**src/rtl/codemem_loader_ctrl_if.sv**
```systemverilog
// Bundle of signals between the codemem loader controller, the instruction
// stream source, the filter CPU fetch port and the codemem RAM ports.
interface codemem_loader_ctrl_if #(
    parameter int ADDR_WIDTH = 10,
    parameter int DATA_WIDTH = 64
);
    logic                  cfg_start;
    logic                  cpu_busy;
    logic [DATA_WIDTH-1:0] in_data;
    logic                  in_valid;
    logic                  in_last;
    logic                  in_ready;
    logic                  cpu_rd_en;
    logic [ADDR_WIDTH-1:0] cpu_rd_addr;
    logic                  mem_wr_en;
    logic [ADDR_WIDTH-1:0] mem_wr_addr;
    logic [DATA_WIDTH-1:0] mem_wr_data;
    logic                  mem_rd_en;
    logic [ADDR_WIDTH-1:0] mem_rd_addr;
    logic                  prog_valid;
    logic [ADDR_WIDTH:0]   prog_len;
    logic                  load_err;
    logic                  rd_oob;

    modport master (
        output cfg_start, cpu_busy, in_data, in_valid, in_last, cpu_rd_en, cpu_rd_addr,
        input  in_ready, mem_wr_en, mem_wr_addr, mem_wr_data, mem_rd_en, mem_rd_addr,
        input  prog_valid, prog_len, load_err, rd_oob
    );

    modport slave (
        input  cfg_start, cpu_busy, in_data, in_valid, in_last, cpu_rd_en, cpu_rd_addr,
        output in_ready, mem_wr_en, mem_wr_addr, mem_wr_data, mem_rd_en, mem_rd_addr,
        output prog_valid, prog_len, load_err, rd_oob
    );
endinterface

```
**src/rtl/codemem_loader_ctrl.sv**
```systemverilog
// Owns the codemem write/read ports: loads a program from a valid/ready stream,
// defers reloads while the CPU is busy, and only lets fetches through once loaded.
module codemem_loader_ctrl #(
    parameter int ADDR_WIDTH = 10,
    parameter int DATA_WIDTH = 64
) (
    input  logic                  clk,
    input  logic                  rst_n,
    codemem_loader_ctrl_if.slave  bus
);
    typedef enum logic [2:0] {
        ST_IDLE  = 3'd0,
        ST_WAIT  = 3'd1,
        ST_LOAD  = 3'd2,
        ST_READY = 3'd3,
        ST_ERR   = 3'd4
    } state_t;

    state_t                state_q, state_d;
    logic [ADDR_WIDTH-1:0] wr_ptr_q;
    logic [ADDR_WIDTH:0]   prog_len_q;
    logic                  load_err_q;
    logic                  rd_oob_q;
    logic                  beat_s;
    logic                  last_slot_s;
    logic                  rd_oob_d;

    // A restart in the same cycle as a beat wins, so that beat is dropped.
    assign beat_s      = (state_q == ST_LOAD) & bus.in_valid & ~bus.cfg_start;
    assign last_slot_s = (wr_ptr_q == {ADDR_WIDTH{1'b1}});
    assign rd_oob_d    = (state_q == ST_READY) & bus.cpu_rd_en &
                         ({1'b0, bus.cpu_rd_addr} >= prog_len_q);

    assign bus.prog_len = prog_len_q;
    assign bus.load_err = load_err_q;
    assign bus.rd_oob   = rd_oob_q;

    // State register
    always_ff @(posedge clk or negedge rst_n) begin
        if (!rst_n) begin
            state_q <= ST_IDLE;
        end else begin
            state_q <= state_d;
        end
    end

    // Next-state logic
    always_comb begin
        state_d = state_q;
        if (bus.cfg_start) begin
            state_d = bus.cpu_busy ? ST_WAIT : ST_LOAD;
        end else begin
            case (state_q)
                ST_WAIT: begin
                    if (!bus.cpu_busy) state_d = ST_LOAD;
                    else               state_d = ST_WAIT;
                end
                ST_LOAD: begin
                    if (beat_s && bus.in_last)  state_d = ST_READY;
                    else if (beat_s && last_slot_s) state_d = ST_ERR;
                    else                        state_d = ST_LOAD;
                end
                default: state_d = state_q;
            endcase
        end
    end

    // Output decode: write port only on LOAD beats, read port only in READY
    always_comb begin
        bus.in_ready    = 1'b0;
        bus.mem_wr_en   = 1'b0;
        bus.mem_wr_addr = {ADDR_WIDTH{1'b0}};
        bus.mem_wr_data = {DATA_WIDTH{1'b0}};
        bus.mem_rd_en   = 1'b0;
        bus.mem_rd_addr = {ADDR_WIDTH{1'b0}};
        bus.prog_valid  = 1'b0;
        case (state_q)
            ST_LOAD: begin
                bus.in_ready = 1'b1;
                if (beat_s) begin
                    bus.mem_wr_en   = 1'b1;
                    bus.mem_wr_addr = wr_ptr_q;
                    bus.mem_wr_data = bus.in_data;
                end else begin
                    bus.mem_wr_en   = 1'b0;
                end
            end
            ST_READY: begin
                bus.prog_valid = 1'b1;
                if (bus.cpu_rd_en) begin
                    bus.mem_rd_en   = 1'b1;
                    bus.mem_rd_addr = bus.cpu_rd_addr;
                end else begin
                    bus.mem_rd_en   = 1'b0;
                end
            end
            default: bus.in_ready = 1'b0;
        endcase
    end

    // Write pointer, program length and sticky overflow flag
    always_ff @(posedge clk or negedge rst_n) begin
        if (!rst_n) begin
            wr_ptr_q   <= {ADDR_WIDTH{1'b0}};
            prog_len_q <= {(ADDR_WIDTH+1){1'b0}};
            load_err_q <= 1'b0;
        end else if (bus.cfg_start) begin
            wr_ptr_q   <= {ADDR_WIDTH{1'b0}};
            load_err_q <= 1'b0;
        end else if (beat_s) begin
            wr_ptr_q <= wr_ptr_q + {{(ADDR_WIDTH-1){1'b0}}, 1'b1};
            if (bus.in_last) begin
                prog_len_q <= {1'b0, wr_ptr_q} + {{ADDR_WIDTH{1'b0}}, 1'b1};
            end else if (last_slot_s) begin
                load_err_q <= 1'b1;
            end
        end
    end

    // Out-of-range flag lines up with the read data, one cycle after the fetch
    always_ff @(posedge clk or negedge rst_n) begin
        if (!rst_n) begin
            rd_oob_q <= 1'b0;
        end else begin
            rd_oob_q <= rd_oob_d;
        end
    end
endmodule

```
**src/flat_wrapper.sv**
```systemverilog
// flat-port wrapper written by rule: the top's interface ports become plain ports
module codemem_loader_ctrl_flat 
#(
    parameter int ADDR_WIDTH = 10,
    parameter int DATA_WIDTH = 64
)
  (clk, rst_n, bus_cfg_start, bus_cpu_busy, bus_in_data, bus_in_valid, bus_in_last, bus_cpu_rd_en, bus_cpu_rd_addr, bus_in_ready, bus_mem_wr_en, bus_mem_wr_addr, bus_mem_wr_data, bus_mem_rd_en, bus_mem_rd_addr, bus_prog_valid, bus_prog_len, bus_load_err, bus_rd_oob);
  codemem_loader_ctrl_if #(.ADDR_WIDTH(ADDR_WIDTH), .DATA_WIDTH(DATA_WIDTH)) bus_i ();
  input  logic clk;
  input  logic rst_n;
  input wire logic [$bits(bus_i.cfg_start)-1:0] bus_cfg_start;
  input wire logic [$bits(bus_i.cpu_busy)-1:0] bus_cpu_busy;
  input wire logic [$bits(bus_i.in_data)-1:0] bus_in_data;
  input wire logic [$bits(bus_i.in_valid)-1:0] bus_in_valid;
  input wire logic [$bits(bus_i.in_last)-1:0] bus_in_last;
  input wire logic [$bits(bus_i.cpu_rd_en)-1:0] bus_cpu_rd_en;
  input wire logic [$bits(bus_i.cpu_rd_addr)-1:0] bus_cpu_rd_addr;
  output wire logic [$bits(bus_i.in_ready)-1:0] bus_in_ready;
  output wire logic [$bits(bus_i.mem_wr_en)-1:0] bus_mem_wr_en;
  output wire logic [$bits(bus_i.mem_wr_addr)-1:0] bus_mem_wr_addr;
  output wire logic [$bits(bus_i.mem_wr_data)-1:0] bus_mem_wr_data;
  output wire logic [$bits(bus_i.mem_rd_en)-1:0] bus_mem_rd_en;
  output wire logic [$bits(bus_i.mem_rd_addr)-1:0] bus_mem_rd_addr;
  output wire logic [$bits(bus_i.prog_valid)-1:0] bus_prog_valid;
  output wire logic [$bits(bus_i.prog_len)-1:0] bus_prog_len;
  output wire logic [$bits(bus_i.load_err)-1:0] bus_load_err;
  output wire logic [$bits(bus_i.rd_oob)-1:0] bus_rd_oob;
  assign bus_i.cfg_start = bus_cfg_start;
  assign bus_i.cpu_busy = bus_cpu_busy;
  assign bus_i.in_data = bus_in_data;
  assign bus_i.in_valid = bus_in_valid;
  assign bus_i.in_last = bus_in_last;
  assign bus_i.cpu_rd_en = bus_cpu_rd_en;
  assign bus_i.cpu_rd_addr = bus_cpu_rd_addr;
  assign bus_in_ready = bus_i.in_ready;
  assign bus_mem_wr_en = bus_i.mem_wr_en;
  assign bus_mem_wr_addr = bus_i.mem_wr_addr;
  assign bus_mem_wr_data = bus_i.mem_wr_data;
  assign bus_mem_rd_en = bus_i.mem_rd_en;
  assign bus_mem_rd_addr = bus_i.mem_rd_addr;
  assign bus_prog_valid = bus_i.prog_valid;
  assign bus_prog_len = bus_i.prog_len;
  assign bus_load_err = bus_i.load_err;
  assign bus_rd_oob = bus_i.rd_oob;
  codemem_loader_ctrl #(.ADDR_WIDTH(ADDR_WIDTH), .DATA_WIDTH(DATA_WIDTH)) u_core (.clk(clk), .rst_n(rst_n), .bus(bus_i));
endmodule
```
**config.mk**
```make
export PLATFORM = sky130hd
export DESIGN_NAME = codemem_loader_ctrl_flat
export DESIGN_NICKNAME = d
export VERILOG_FILES = /design/src/rtl/codemem_loader_ctrl_if.sv /design/src/rtl/codemem_loader_ctrl.sv /design/src/flat_wrapper.sv
export SDC_FILE = /design/constraint.sdc
export NUM_CORES = 1
export LEC_CHECK = 0
export ABC_AREA = 1
export CORE_ASPECT_RATIO = 1.25
export CORE_MARGIN = 2
export CORE_UTILIZATION = 30
export CTS_CLUSTER_DIAMETER = 150
export DETAILED_ROUTE_END_ITERATION = 12
export GPL_TIMING_DRIVEN = 1
export PLACE_DENSITY = 0.78
export SLEW_MARGIN = 0
export SYNTH_ARGS = -nofsm -noshare
export SYNTH_HDL_FRONTEND = slang
export SYNTH_SLANG_ARGS = --single-unit
export TNS_END_PERCENT = 30
```
**constraint.sdc**
```tcl
create_clock -name clk -period 1.5 [get_ports clk]
set_input_delay 0.45 -clock clk [delete_from_list [all_inputs] [get_ports clk]]
set_output_delay 0.45 -clock clk [all_outputs]
set_load 0.005 [all_outputs]
```
==> impl_metrics.env, run 1 <==
export IMPL_rows=35
export IMPL_min_to="u_core.bus.load_err$_DFFE_PN0P_"
export IMPL_wl_mm=8.01
export IMPL_routabilityCongestion=0.884
export IMPL_drtPass1Iterations=4
export IMPL_dieHeight_um=100
export IMPL_routedWlPerCell_um=11.6
export IMPL_synth_nets=462
export IMPL_fin_crit_ps=2110
export IMPL_path_clk_slew_ps=80
export IMPL_synthArstFlopShare=1.00
export IMPL_fin_util=0.631
export IMPL_cts_sinks=26
export IMPL_nets=690
export IMPL_pwr_density_cell_mw_per_mm2=751
export IMPL_syn_inst=370
export IMPL_grt_start_max_net_pins=32
export IMPL_crit_slowest_cell="dfrtp_1"
export IMPL_max_stage_delay_ps=380
export IMPL_rr_startpoint="u_core.state_q[2]$_DFFE_PN0P_"
export IMPL_crit_buf_inv=5
export IMPL_pin_count=182
export IMPL_drc_errors=0
export IMPL_required_ps=1050
export IMPL_worstPathArrival_ps=1660
export IMPL_criticalPathCategory="reg2out"
export IMPL_grt_pass1_wl_mm=12.8
export IMPL_cts_path_max_buffers=2
export IMPL_max_freq_ghz=0.475
export IMPL_r2r_end="u_core.bus.prog_len[7]$_DFFE_PN0P_"
export IMPL_vdd_drop_max_v=0.000602
export IMPL_rsz0062_at_grt="true"
export IMPL_ys_dominant_reg_cell="dfrtp_1"
export IMPL_report_final_slew_viol_count=0
export IMPL_ys_types=25
export IMPL_finalCritPeriodShare=1.40
export IMPL_grt_usage=0.196
export IMPL_dp_cells=677
export IMPL_min_delay_start="u_core.bus.load_err$_DFFE_PN0P_"
export IMPL_cp_end_kind="primary output"
export IMPL_viasPerCell=4.33
export IMPL_path_delay_family="buffers and inverters"
export IMPL_synth_avg_cell_area_um2=5.98
export IMPL_whs_path_depth=2
export IMPL_tns_ps=-36350
export IMPL_initial_core_util=0.304
export IMPL_rr_worst_depth=9
export IMPL_netlist_area_leader_share=0.294
export IMPL_synthTopCellsByArea="dfrtp_1 (29%), nor2_1 (17%), inv_1 (17%), nand2_1 (11%), ha_1 (6.2%)"
export IMPL_fp_dieW_um=80.8
export IMPL_critical_path_depth=9
export IMPL_holdWs_ps=516
export IMPL_hold_viol=0
export IMPL_cp_max_fo=5
export IMPL_crit_chain="inv_2 > nand3_2 > nor2_4 > nand2_4 > buf_16 > buf_8 > buf_6 > nor2_2 > buf_2"
export IMPL_die_area_mm2=0.00808
export IMPL_area_delta_synth_final_pct=108
export IMPL_synth_area_mm2=0.00221
export IMPL_cts_root_buf="clkbuf_8"
export IMPL_htreeDepth=1
export IMPL_stdcell_count=689
export IMPL_synth_warnings=0
export IMPL_ant_nets=0
export IMPL_maxCapViolCount=0
export IMPL_worstMarginPinSlew_ps=252
export IMPL_fin_ws_ps=-606
export IMPL_hp_class="reg2reg"
export IMPL_clock_latency_ps=270
export IMPL_diodes=0
export IMPL_drt_iter0_drc=123
export IMPL_ys_seq_area_frac=0.294
export IMPL_maxSlewHeadroom=0.831
export IMPL_yosys_area_top_type="dfrtp_1"
export IMPL_dr_total_vias=2983
export IMPL_grt_overflow=0
export IMPL_dpl_hpwl_mm=6.24
export IMPL_core_mm2=0.00727
export IMPL_cts_buffers_inserted=3
export IMPL_fin_skew_ps=7.90
export IMPL_finalPower_uw=3450
export IMPL_portBuffers=181
export IMPL_holdBufCountCts=0
export IMPL_status="finished, violations left"
export IMPL_leakage_uw=0.00252
export IMPL_startpoint_type="register"
export IMPL_rrSetupSlack_ps=60
export IMPL_failed_checks="setup timing"
export IMPL_cts_tree="built"
export IMPL_first_global_vias=2950
export IMPL_setup_viol=89
export IMPL_synth_edff_count=0
export IMPL_antenna_found_initial=0
export IMPL_ys_ff_latch=26
export IMPL_drive_gt1_frac=0.390
[power breakdown]
group	switching [uW]	internal, uW	leakage (uW)	total [uW]
Clock	221	357	0.0000357	578
Combinational	935	1020	0.00213	1950
Sequential	84.9	832	0.000349	917
[metrics by stage]
step	area, um^2	setup slack, ps
after global placement	4530	-919
after detailed placement	4530	-978
after CTS	4540	-649
final	4590	-606
after global routing	4590	-694
after floorplan	2290	-112
[layer usage]
metal	global-route usage	vias to the layer above	wire length (um)
li1	-	1518	-
met1	0.211	1332	3000
met2	0.378	125	4360
met3	0.0306	8	525
met4	0.0665	0	121
met5	0	-	0
[layout make-up]
class	instances	area, um^2
Fill cell	660	2680
Timing Repair Buffer	235	2040
Multi-Input combinational cell	232	1330
Sequential cell	26	651
Inverter	100	375
Tap cell	92	115
Clock buffer	3	41.3
Clock inverter	1	30.0
[state kept, by name, indices dropped and copies added, names as in the netlist]
| signal | count |
|---|---|
| u_core.wr_ptr_q | 10 |
| u_core.state_q | 3 |
| u_core.bus.load_err | 1 |
| u_core.bus.rd_oob | 1 |
| u_core.bus.prog_len | 11 |
[worst max path at each step]
stage | end | slack [ps] | start
final | bus_mem_wr_data[28] | -610 | u_core.state_q[2]$_DFFE_PN0P_
after global routing | bus_mem_wr_data[28] | -690 | u_core.state_q[2]$_DFFE_PN0P_
after CTS | bus_mem_wr_data[28] | -650 | u_core.state_q[2]$_DFFE_PN0P_
after detailed placement | bus_mem_wr_data[8] | -980 | bus_cfg_start
after global placement | bus_mem_wr_data[24] | -920 | bus_cfg_start
after floorplan | bus_mem_wr_data[33] | -110 | u_core.state_q[0]$_DFFE_PN0P_
[cells by family after synthesis]
group / Yosys count / synth area share
adder cells (fa/ha/maj): 11 / 0.0623
flip-flops: 26 / 0.294
AO/OA/AOI/OAI: 29 / 0.0736
buffers and inverters: 112 / 0.208
AND/OR/NAND/NOR: 190 / 0.354
XOR/XNOR: 2 / 0.00792
[Yosys cell counts, types with 2 or more instances]
cell	instances
nor2_1	102
nor2_2	2
nand4_1	3
clkbuf_1	2
nand2_1	67
inv_1	100
nand3_1	8
ha_1	11
o21ai_2	3
o21ai_0	15
nand2_4	2
dfrtp_1	26
buf_6	4
buf_2	5
nor3_1	2
o21ai_1	2
o22ai_1	2
nand2_2	2
a21oi_1	6
[placed cells by master (no fill, tap or decap), types with 5 or more instances in the layout]
cell type        netlist  layout
clkdlybuf4s15_2        0      24
inv_1                100      98
buf_2                  5      59
nor2_1               102      41
clkdlybuf4s50_1        0      77
ha_1                  11      10
nand2_1               67      64
o21ai_0               15      12
dfrtp_1               26      26
a21oi_1                6       5
o21ai_2                3       5
buf_6                  4       7
dlygate4sd2_1          0      17
buf_4                  1      40
nor2_2                 2      60
[what timing repair did]
item                                    CTS  global route
resized for setup                       345            60
pin swaps                                 2             4
cloned                                    2             0
buffers inserted                          6             0
endpoints found under the setup margin  118           104
[worst min-delay path: stages, from the launching register on]
cell,delay (ps)
dfrtp_1,350
a21oi_1,40
nor2_1,80
Note: power is estimated with default switching activity, not from simulation.
==> run 2: changes to the inputs <==
--- a/config.mk
+++ b/config.mk
@@ -7,9 +7,10 @@
 export LEC_CHECK = 0
 export ABC_AREA = 1
 export CORE_ASPECT_RATIO = 1.25
-export CORE_MARGIN = 2
+export CORE_MARGIN = 10
 export CORE_UTILIZATION = 30
 export CTS_CLUSTER_DIAMETER = 150
+export CTS_CLUSTER_SIZE = 28
 export DETAILED_ROUTE_END_ITERATION = 12
 export GPL_TIMING_DRIVEN = 1
 export PLACE_DENSITY = 0.78
==> run 2 against run 1 <==
The flow still finishes with violations (setup timing). First-iteration DRC count increased by 16%. Clock skew decreased by 3.4 ps. Hold slack gained 5.7 ps. Power is 4.8% higher. Non-clock buffer count grew 17. Wire length up 28%. Sequential power decreased by 0.5%. Final cell count increased by 2.2%. Fmax fell by 1.2%. Clock power decreased by 33%. Sequential share of layout area fell by 0.71 points.
==> impl_metrics.env, run 2 (synthesized netlist as in run 1, its figures left out) <==
export IMPL_largest_register_ffs=11
export IMPL_stdcell_count=704
export IMPL_die_area_mm2=0.0112
export IMPL_cts_buffers_inserted=3
export IMPL_wl_mm=10.2
export IMPL_pin_count=182
export IMPL_drc_errors=0
export IMPL_clock_latency_ps=270
export IMPL_portBuffers=181
export IMPL_max_freq_ghz=0.469
export IMPL_cts_tree="built"
export IMPL_criticalPathCategory="reg2out"
export IMPL_required_ps=1050
export IMPL_cp_end_kind="primary output"
export IMPL_grt_start_max_net_pins=27
export IMPL_antenna_found_initial=0
export IMPL_maxSlewHeadroom=0.751
export IMPL_crit_slowest_cell="dfrtp_1"
export IMPL_startpoint_type="register"
export IMPL_grt_usage=0.171
export IMPL_fp_dieW_um=96.8
export IMPL_crit_chain="inv_2 > nand3_2 > nor2_4 > nand2_8 > buf_16 > buf_6 > nor2_2 > buf_2"
export IMPL_rr_startpoint="u_core.state_q[0]$_DFFE_PN0P_"
export IMPL_vdd_drop_max_v=0.000481
export IMPL_ant_nets=0
export IMPL_leakage_uw=0.00266
export IMPL_rsz0062_at_grt="true"
export IMPL_nFillCells=581
export IMPL_dieHeight_um=116
export IMPL_hold_viol=0
export IMPL_setup_viol=100
export IMPL_hp_class="in2async"
export IMPL_holdBufCountCts=0
export IMPL_crit_buf_inv=4
export IMPL_worstPathArrival_ps=1680
export IMPL_core_mm2=0.00706
export IMPL_dpl_hpwl_mm=8.08
export IMPL_finalPower_uw=3610
export IMPL_drtPass1Iterations=4
export IMPL_critical_path_depth=8
export IMPL_holdWs_ps=522
export IMPL_path_delay_family="buffers and inverters"
export IMPL_r2r_end="u_core.bus.prog_len[5]$_DFFE_PN0P_"
export IMPL_viasPerCell=4.37
export IMPL_cts_sinks=26
export IMPL_endpoint="bus_mem_wr_data[10]"
export IMPL_area_delta_synth_final_pct=118
export IMPL_htreeDepth=1
export IMPL_cp_max_fo=8
export IMPL_initial_core_util=0.313
export IMPL_diodes=0
export IMPL_fin_ws_ps=-630
export IMPL_finalCritPeriodShare=1.42
export IMPL_routedWlPerCell_um=14.5
export IMPL_dp_cells=679
export IMPL_fin_skew_ps=4.50
export IMPL_path_clk_slew_ps=80
export IMPL_status="finished, violations left"
export IMPL_critPathLaunch="u_core.state_q[0]$_DFFE_PN0P_"
export IMPL_dr_total_vias=3074
export IMPL_rrSetupSlack_ps=-230
export IMPL_layout_commonest_cell="inv_1"
export IMPL_cts_root_buf="clkbuf_8"
export IMPL_pwr_density_cell_mw_per_mm2=748
export IMPL_layout_common_cells="inv_1 (97), clkdlybuf4s50_1 (77), buf_2 (75)"
export IMPL_failed_checks="setup timing"
export IMPL_rows=34
export IMPL_maxCapViolCount=0
export IMPL_first_global_vias=3439
export IMPL_grt_pass1_wl_mm=16.3
export IMPL_routabilityCongestion=0.891
export IMPL_nets=708
export IMPL_rr_worst_depth=11
export IMPL_worstMarginPinSlew_ps=373
export IMPL_report_final_slew_viol_count=0
export IMPL_cts_path_max_buffers=2
export IMPL_drive_gt1_frac=0.422
export IMPL_fin_crit_ps=2130
export IMPL_max_stage_delay_ps=390
export IMPL_grt_overflow=0
export IMPL_drt_iter0_drc=143
[run 2: cell count changes in the layout (fill, tap and decap cells not counted), moves of 2 or more]
cell / delta
nor2_4: +25
o21ai_1: +2
clkdlybuf4s15_2: -21
buf_12: +4
buf_6: +18
nand2_1: +3
nor2_2: -12
o21ai_2: -2
buf_2: +16
buf_4: +4
clkbuf_2: -2
nand2_2: -3
nor2_1: -13
[run 2: power breakdown]
group	switching, uW	internal (uW)
combinational	1100	1210
clock	208	180
sequential	79.7	832
[run 2: stage by stage]
stage	worst slack, ps	utilization	cell area, um^2	TNS [ps]
CTS	-592	0.666	4710	-43800
floorplan	-112	-	2290	-4350
global route	-710	0.684	4830	-52060
finish	-630	0.684	4830	-44340
detailed placement	-1010	0.645	4560	-88000
global placement	-979	0.645	4560	-85640
[run 2: repair_timing]
action / 4_1_cts / 5_1_grt
resized for setup: 435 / 53
pin swaps: 6 / 3
buffers inserted: 19 / 1
setup endpoints to repair: 118 / 111
gates cloned: 5 / 0
[run 2: layout make-up]
| type | count | area [um^2] | share of cell area |
|---|---|---|---|
| timing repair buffer | 252 | 2170 | 0.449 |
| multi-input combinational | 233 | 1480 | 0.307 |
| sequential | 26 | 651 | 0.135 |
| inverter | 100 | 375 | 0.0777 |
| tap | 90 | 113 | 0.0233 |
| clock buffer | 3 | 41.3 | 0.00855 |
[run 2: worst min path at each step]
stage,endpoint,start,slack [ps]
CTS,u_core.wr_ptr_q[7]$_DFFE_PN0P_,rst_n,530
detailed placement,u_core.bus.prog_len[2]$_DFFE_PN0P_,u_core.bus.prog_len[2]$_DFFE_PN0P_,510
floorplan,u_core.bus.load_err$_DFFE_PN0P_,rst_n,150
global route,u_core.bus.prog_len[0]$_DFFE_PN0P_,rst_n,530
global placement,u_core.bus.prog_len[3]$_DFFE_PN0P_,u_core.bus.prog_len[3]$_DFFE_PN0P_,500
finish,u_core.wr_ptr_q[7]$_DFFE_PN0P_,rst_n,520
[run 2: metal layers]
metal / vias to the layer above / GRT usage / share of wire
li1: 1559 / - / -
met1: 1389 / 0.166 / 0.35
met2: 113 / 0.341 / 0.55
met3: 13 / 0.0494 / 0.074
met4: 0 / 0.0522 / 0.021
met5: - / 0 / 0
